--- src/rtl/ctrl_seq_pkg.sv ---
// Shared opcodes, select codes, ALU codes, state type and legality helpers for ctrl_sequencer.
// Optional LDI support is enabled by defining CTRL_SEQ_LDI_EN.
package ctrl_seq_pkg;

  localparam logic [2:0] OP_NOP  = 3'd0;
  localparam logic [2:0] OP_LOAD = 3'd1;
  localparam logic [2:0] OP_MOV  = 3'd2;
  localparam logic [2:0] OP_ADD  = 3'd3;
  localparam logic [2:0] OP_SUB  = 3'd4;
  localparam logic [2:0] OP_AND  = 3'd5;
  localparam logic [2:0] OP_LDI  = 3'd6;

  localparam int SEL_NONE = 0;
  localparam int SEL_EXT  = 1;
  localparam int SEL_G    = 2;
  localparam int SEL_A    = 3;
  localparam int SEL_IMM  = 4;
  localparam int SEL_R0   = 5;

  localparam logic [1:0] ALU_ADD = 2'd0;
  localparam logic [1:0] ALU_SUB = 2'd1;
  localparam logic [1:0] ALU_AND = 2'd2;

  typedef enum logic [2:0] {IDLE, EX1, ALU_A, ALU_OP, ALU_WB} state_t;

  // Only fields the opcode actually uses are range-checked.
  function automatic logic is_illegal(logic [2:0] op, logic [3:0] rd, logic [3:0] rs,
                                      int num_regs);
    logic rd_bad;
    logic rs_bad;
    rd_bad = int'(rd) >= num_regs;
    rs_bad = int'(rs) >= num_regs;
    case (op)
      OP_NOP:                          return 1'b0;
      OP_LOAD:                         return rd_bad;
      OP_MOV, OP_ADD, OP_SUB, OP_AND:  return rd_bad | rs_bad;
`ifdef CTRL_SEQ_LDI_EN
      OP_LDI:                          return rd_bad;
`else
      OP_LDI:                          return 1'b1;
`endif
      default:                         return 1'b1;
    endcase
  endfunction

  function automatic state_t first_state(logic [2:0] op, logic [3:0] rd, logic [3:0] rs,
                                         int num_regs);
    if (!is_illegal(op, rd, rs, num_regs) && (op == OP_ADD || op == OP_SUB || op == OP_AND))
      return ALU_A;
    return EX1;
  endfunction

endpackage

--- src/rtl/ctrl_seq_decode.sv ---
// Combinational control decode from sequencer state and latched instruction.
// LDI decode exists only when CTRL_SEQ_LDI_EN is defined.
module ctrl_seq_decode
  import ctrl_seq_pkg::*;
#(
  parameter int NUM_REGS = 8,
  parameter int SEL_W    = $clog2(NUM_REGS + 5)
) (
  input  state_t            state,
  input  logic [22:0]       instr_q,
  output logic [SEL_W-1:0]  bus_sel,
  output logic [SEL_W-1:0]  ld_sel,
  output logic [1:0]        alu_op,
  output logic [11:0]       imm_out,
  output logic              pc_step,
  output logic              illegal
);

  logic [2:0] op;
  logic [3:0] rd;
  logic [3:0] rs;

  assign op = instr_q[22:20];
  assign rd = instr_q[19:16];
  assign rs = instr_q[15:12];

`ifndef CTRL_SEQ_LDI_EN
  logic unused_imm;
  assign unused_imm = ^instr_q[11:0];
`endif

  function automatic logic [SEL_W-1:0] sel(int code);
    return SEL_W'(code);
  endfunction

  always_comb begin
    bus_sel = '0;
    ld_sel  = '0;
    alu_op  = ALU_ADD;
    imm_out = '0;
    pc_step = 1'b0;
    illegal = 1'b0;
    case (state)
      EX1: begin
        pc_step = 1'b1;
        if (is_illegal(op, rd, rs, NUM_REGS)) begin
          illegal = 1'b1;
        end else begin
          case (op)
            OP_LOAD: begin
              bus_sel = sel(SEL_EXT);
              ld_sel  = sel(SEL_R0 + int'(rd));
            end
            OP_MOV: begin
              bus_sel = sel(SEL_R0 + int'(rs));
              ld_sel  = sel(SEL_R0 + int'(rd));
            end
`ifdef CTRL_SEQ_LDI_EN
            OP_LDI: begin
              bus_sel = sel(SEL_IMM);
              imm_out = instr_q[11:0];
              ld_sel  = sel(SEL_R0 + int'(rd));
            end
`endif
            default: ;
          endcase
        end
      end
      ALU_A: begin
        bus_sel = sel(SEL_R0 + int'(rd));
        ld_sel  = sel(SEL_A);
      end
      ALU_OP: begin
        bus_sel = sel(SEL_R0 + int'(rs));
        ld_sel  = sel(SEL_G);
        case (op)
          OP_SUB:  alu_op = ALU_SUB;
          OP_AND:  alu_op = ALU_AND;
          default: alu_op = ALU_ADD;
        endcase
      end
      ALU_WB: begin
        bus_sel = sel(SEL_G);
        ld_sel  = sel(SEL_R0 + int'(rd));
        pc_step = 1'b1;
      end
      default: ;
    endcase
  end

endmodule

--- src/rtl/ctrl_sequencer.sv ---
// Multi-cycle control sequencer: instruction handshake, state register and instruction latch.
// Define CTRL_SEQ_LDI_EN to enable the LDI (op 110) instruction.
module ctrl_sequencer
  import ctrl_seq_pkg::*;
#(
  parameter int NUM_REGS = 8,
  parameter int INSTR_W  = 23,
  parameter int SEL_W    = $clog2(NUM_REGS + 5)
) (
  input  logic               clk,
  input  logic               rst,
  input  logic [INSTR_W-1:0] instr,
  input  logic               instr_valid,
  output logic               instr_ready,
  output logic [SEL_W-1:0]   bus_sel,
  output logic [SEL_W-1:0]   ld_sel,
  output logic [1:0]         alu_op,
  output logic [11:0]        imm_out,
  output logic               pc_step,
  output logic               illegal,
  output state_t             state_dbg
);

  state_t            state;
  state_t            state_nxt;
  logic [22:0]       instr_q;
  logic              final_cyc;
  logic              accept;
  logic [SEL_W-1:0]  dec_bus_sel;
  logic [SEL_W-1:0]  dec_ld_sel;
  logic [1:0]        dec_alu_op;
  logic [11:0]       dec_imm_out;
  logic              dec_pc_step;
  logic              dec_illegal;

  // Handshake: instr is taken on any rising edge where instr_valid & instr_ready;
  // ready is high in IDLE and in an instruction's final cycle, and the source
  // holds instr stable until it is taken. Valid while not ready is ignored.
  assign final_cyc   = (state == EX1) || (state == ALU_WB);
  assign instr_ready = !rst && ((state == IDLE) || final_cyc);
  assign accept      = instr_valid && instr_ready;
  assign state_dbg   = state;

  always_ff @(posedge clk) begin
    if (rst) begin
      state   <= IDLE;
      instr_q <= '0;
    end else begin
      state <= state_nxt;
      if (accept) instr_q <= instr[22:0];
    end
  end

  always_comb begin
    state_nxt = state;
    case (state)
      IDLE:        if (accept) state_nxt = first_state(instr[22:20], instr[19:16], instr[15:12], NUM_REGS);
      EX1, ALU_WB: state_nxt = accept ? first_state(instr[22:20], instr[19:16], instr[15:12], NUM_REGS)
                                      : IDLE;
      ALU_A:       state_nxt = ALU_OP;
      ALU_OP:      state_nxt = ALU_WB;
      default:     state_nxt = IDLE;
    endcase
  end

  ctrl_seq_decode #(
    .NUM_REGS (NUM_REGS),
    .SEL_W    (SEL_W)
  ) u_decode (
    .state   (state),
    .instr_q (instr_q),
    .bus_sel (dec_bus_sel),
    .ld_sel  (dec_ld_sel),
    .alu_op  (dec_alu_op),
    .imm_out (dec_imm_out),
    .pc_step (dec_pc_step),
    .illegal (dec_illegal)
  );

  // Reset silences every control output in the same cycle, so an abandoned
  // instruction can never issue a further load or PC step.
  assign bus_sel = rst ? '0 : dec_bus_sel;
  assign ld_sel  = rst ? '0 : dec_ld_sel;
  assign alu_op  = rst ? '0 : dec_alu_op;
  assign imm_out = rst ? '0 : dec_imm_out;
  assign pc_step = rst ? 1'b0 : dec_pc_step;
  assign illegal = rst ? 1'b0 : dec_illegal;

endmodule

--- config.mk ---
export PLATFORM = sky130hd
export DESIGN_NAME = ctrl_sequencer
export DESIGN_NICKNAME = d
export VERILOG_FILES = /design/src/rtl/ctrl_seq_pkg.sv /design/src/rtl/ctrl_seq_decode.sv /design/src/rtl/ctrl_sequencer.sv
export SDC_FILE = /design/constraint.sdc
export NUM_CORES = 1
export LEC_CHECK = 0
export CORE_ASPECT_RATIO = 0.8
export CORE_MARGIN = 2
export CORE_UTILIZATION = 38
export CTS_BUF_LIST = sky130_fd_sc_hd__clkbuf_2 sky130_fd_sc_hd__clkbuf_4 sky130_fd_sc_hd__clkbuf_8
export DETAILED_ROUTE_END_ITERATION = 12
export PLACE_DENSITY = 0.85
export SYNTH_ARGS = -nofsm -noshare
export SYNTH_HDL_FRONTEND = slang
export SYNTH_SLANG_ARGS = --single-unit
--- constraint.sdc ---
create_clock -name clk -period 1.9 [get_ports clk]
set_clock_uncertainty 0.05 [all_clocks]
set_input_delay 0.19 -clock clk [delete_from_list [all_inputs] [get_ports clk]]
set_output_delay 0.19 -clock clk [all_outputs]
set_load 0.005 [all_outputs]
==> flow_summary.json <==
{
  "detailed_place_hpwl_um": 2340,
  "utilization": 0.674,
  "cp_cell_sequence": "buf_6, or3b_4, or4_4, a21o_1, a21oi_2, buf_2",
  "netlist_area_um2": 1120,
  "synth.yosys.seq_area_share": 0.249,
  "maximum_number_of_pins_on_one_net_before_global_route_repair": 17,
  "min_path_type": "in2reg",
  "overflow": 0,
  "port-buffer-count": 29,
  "synth-seq-cells": 14,
  "tritoncts_clock_tree": "built",
  "timing.rr.start": "state_dbg[0]",
  "report.final.hold_viol_count": 0,
  "vias": 1272,
  "post-place-ws_ns": -0.629,
  "critical_path_fanouts_max": 4,
  "place.detailed.instances": 237,
  "cellPowerDensity_nw_per_um2": 522,
  "holdBufCountCts": 0,
  "run_status": "complete, but fails checks",
  "postRouteWirelength_um": 3870,
  "wl_per_cell_um": 15.4,
  "r2r_end": "instr_q[21]",
  "postSynthCellCount": 145,
  "hold_path_depth": 2,
  "critical_path.endpoint_type": "output port",
  "fraction_of_final_layout_cells_with_drive_strength_greater_than_1": 0.379,
  "post_synth_num_cell_types": 39,
  "drt_iter0_drc": 132,
  "antenna_found_initial": 0,
  "clkLatencyLatePin_ns": 0.25,
  "cp-start-kind": "flip-flop",
  "layout.nets": 247,
  "drt_pre_antenna_iters": 4,
  "floorplan.die.width_um": 64.8,
  "finalWeightedCongestion": 0.881,
  "period_needed_ns": 2.37,
  "cts.root.buffer_cell": "clkbuf_8",
  "clkTransAtPathRegs_ns": 0.07,
  "timing.critical_path.arrival_ns": 2.13,
  "report.power.total_w": 0.000981,
  "worst_path_largest_cell_delay_ns": 0.54,
  "hold_path.startpoint": "rst",
  "htreeDepth": 1,
  "num_rows": 17,
  "cp_slowest_cell": "or4_4",
  "ff2ff_setup_slack_ns": 0.23,
  "clock.fmax_mhz": 422,
  "cts-root-to-sink-buffers": 2,
  "fp.coreArea_um2": 2790,
  "flow.area_growth_from_synthesis_pct": 67.3,
  "synth_area_per_cell_um2": 7.75,
  "irDropWorstVdd_v": 0.000359,
  "period_share": 1.25,
  "criticalPathCategory": "reg2out",
  "hold_end": "state_dbg[2]",
  "initial_utilization": 0.403,
  "cts_made_buffers": 3,
  "unrepaired_setup_endpoints_after_global_routing": "true",
  "grt_first_pass_wirelength_um": 5350,
  "first_global_vias": 1160,
  "detail_route.vias_per_cell": 5.05,
  "global_route.usage.total": 0.209,
  "die_height_um": 52.6,
  "postLayoutSetupSlackWorst_ns": -0.472,
  "r2r_cells": 8,
  "top_level_ports": 54,
  "worst_ep_required_time_ns": 1.66,
  "drt_drc_violations_left": 0,
  "violations": "setup timing",
  "synthesis.yosys.warnings": 0,
  "fp.dieArea_um2": 3410,
  "tritoncts_num_sinks": 14,
  "setup_viol_count_final": 9,
  "antenna_cells_inserted": 0,
  "final_number_of_max_transition_violations": 0,
  "total_leakage_power_nw": 0.858,
  "post_layout_cell_count": 252,
  "max-cap-violations": 0,
  "postRouteAntennaNets": 0
}
-- metal layers --
layer	up-vias	GRT usage	part of all wire
met4	0	0.0213	0.034
met5	-	0	0
met2	61	0.378	0.49
li1	607	-	-
met1	591	0.262	0.41
met3	13	0.0473	0.067
-- flip-flops by register name, indices dropped and copies added (netlist names) --
name and count:
state_dbg 3, instr_q 11
-- synthesized netlist by cell type --
master,instances,area [um2]
a2111oi_4,1,27.5
a211oi_1,2,15.0
a21o_1,2,15.0
a21oi_1,7,35.0
a21oi_2,1,8.76
a221oi_1,1,8.76
a22oi_1,1,7.51
a31oi_1,1,6.26
and2_1,3,18.8
buf_2,2,10.0
buf_4,12,90.1
clkbuf_1,5,18.8
conb_1,1,3.75
dfxtp_1,14,280
ha_1,6,75.1
inv_1,8,30.0
mux2i_1,1,10.0
nand2_1,22,82.6
nand2b_1,8,50.1
nand3b_1,7,52.6
nor2_1,7,26.3
nor2b_1,2,12.5
nor3_1,2,10.0
nor3b_1,2,15.0
nor4_1,1,6.26
nor4b_1,1,8.76
nor4b_2,1,15.0
nor4bb_1,1,10.0
o211ai_1,2,15.0
o21ai_0,5,25.0
o21ba_2,1,10.0
o21bai_1,1,7.51
o31ai_1,5,37.5
or2b_1,1,7.51
or3b_1,1,8.76
or3b_4,1,11.3
or4_1,1,7.51
xnor2_1,3,26.3
xor2_1,2,17.5
-- repair_timing --
action / 4_1_cts / 5_1_grt
setup endpoints to repair: 13 / 12
setup buffers: 8 / 3
gates resized for setup: 55 / 21
pin swaps: 16 / 16
endpoints found under the hold margin: 0 / 0
-- worst max-delay path by stage --
stage,start,end,slack [ns],cells past startpoint
after floorplan,instr_q[21],ld_sel[2],0.008,5
after global placement,instr_q[21],ld_sel[2],-0.62,6
after detailed placement,instr_q[21],ld_sel[2],-0.63,6
after CTS,instr_q[21],ld_sel[2],-0.52,7
after global routing,instr_q[22],bus_sel[1],-0.53,9
final,instr_q[21],bus_sel[0],-0.47,6
-- worst max-delay path: cells and delay by family, from the launching register on --
| family | cells | cell delay (ns) |
|---|---|---|
| compound gates | 2 | 0.32 |
| buf+inv | 2 | 0.24 |
| simple gates | 2 | 0.96 |
| flops | 1 | 0.37 |
-- power by group --
group / total (W) / switching [W] / internal, W
logic: 0.000335 / 0.000153 / 0.000182
registers: 0.000338 / 0.0000243 / 0.000314
clock network: 0.000308 / 0.000124 / 0.000184
total: 0.000981 / 0.000301 / 0.000680
-- cell usage in the layout (no fill, tap or decap), types with 2 or more instances in the layout --
cell type and n:
buf_6 6, dlygate4sd2_1 4, dfxtp_1 9, inv_1 7, dfxtp_4 3, a21o_1 2, dfxtp_2 2, buf_2 9
and2_1 3, nand2_1 22, nand3b_1 7, xnor2_1 3, a21oi_1 7, nor2_1 6, nor2b_1 2, o21ai_0 2
nand2b_1 8, o31ai_1 5, or3b_4 2, clkdlybuf4s50_1 15, conb_1 12, o21ai_2 3, o211ai_1 2, xor2_1 2
nor3_1 2, ha_4 2, clkbuf_8 4, buf_4 37, ha_1 4
-- cell families (layout without fill, tap and decap cells) --
group                    count (synthesis)  count (layout)  share of synthesized area
AO/OA/AOI/OAI                           30              30                      0.195
AND/OR/NAND/NOR                         61              61                      0.305
XOR/XNOR                                 5               5                     0.0390
buffers and inverters                   27              85                      0.133
flip-flops                              14              14                      0.249
adder cells (fa/ha/maj)                  6               6                     0.0668
multiplexers                             1               1                    0.00891
other                                    1              12                    0.00334
-- final cells by class --
type | count | area, um2
fillers | 227 | 907
multi-input cells | 115 | 845
repair buffers | 73 | 608
flip-flops and latches | 14 | 294
clock buffers | 4 | 55.1
well taps | 38 | 47.5
inverters | 8 | 30.0
-- stage by stage --
stage / cell area (um2) / hold slack (ns) / TNS [ns]
floorplan: 1170 / 0.239 / 0
global placement: 1650 / 0.448 / -4.52
detailed placement: 1650 / 0.456 / -4.87
CTS: 1760 / 0.319 / -3.52
global route: 1880 / 0.361 / -4.00
finish: 1880 / 0.358 / -3.34
(Power assumes the default switching activity.)
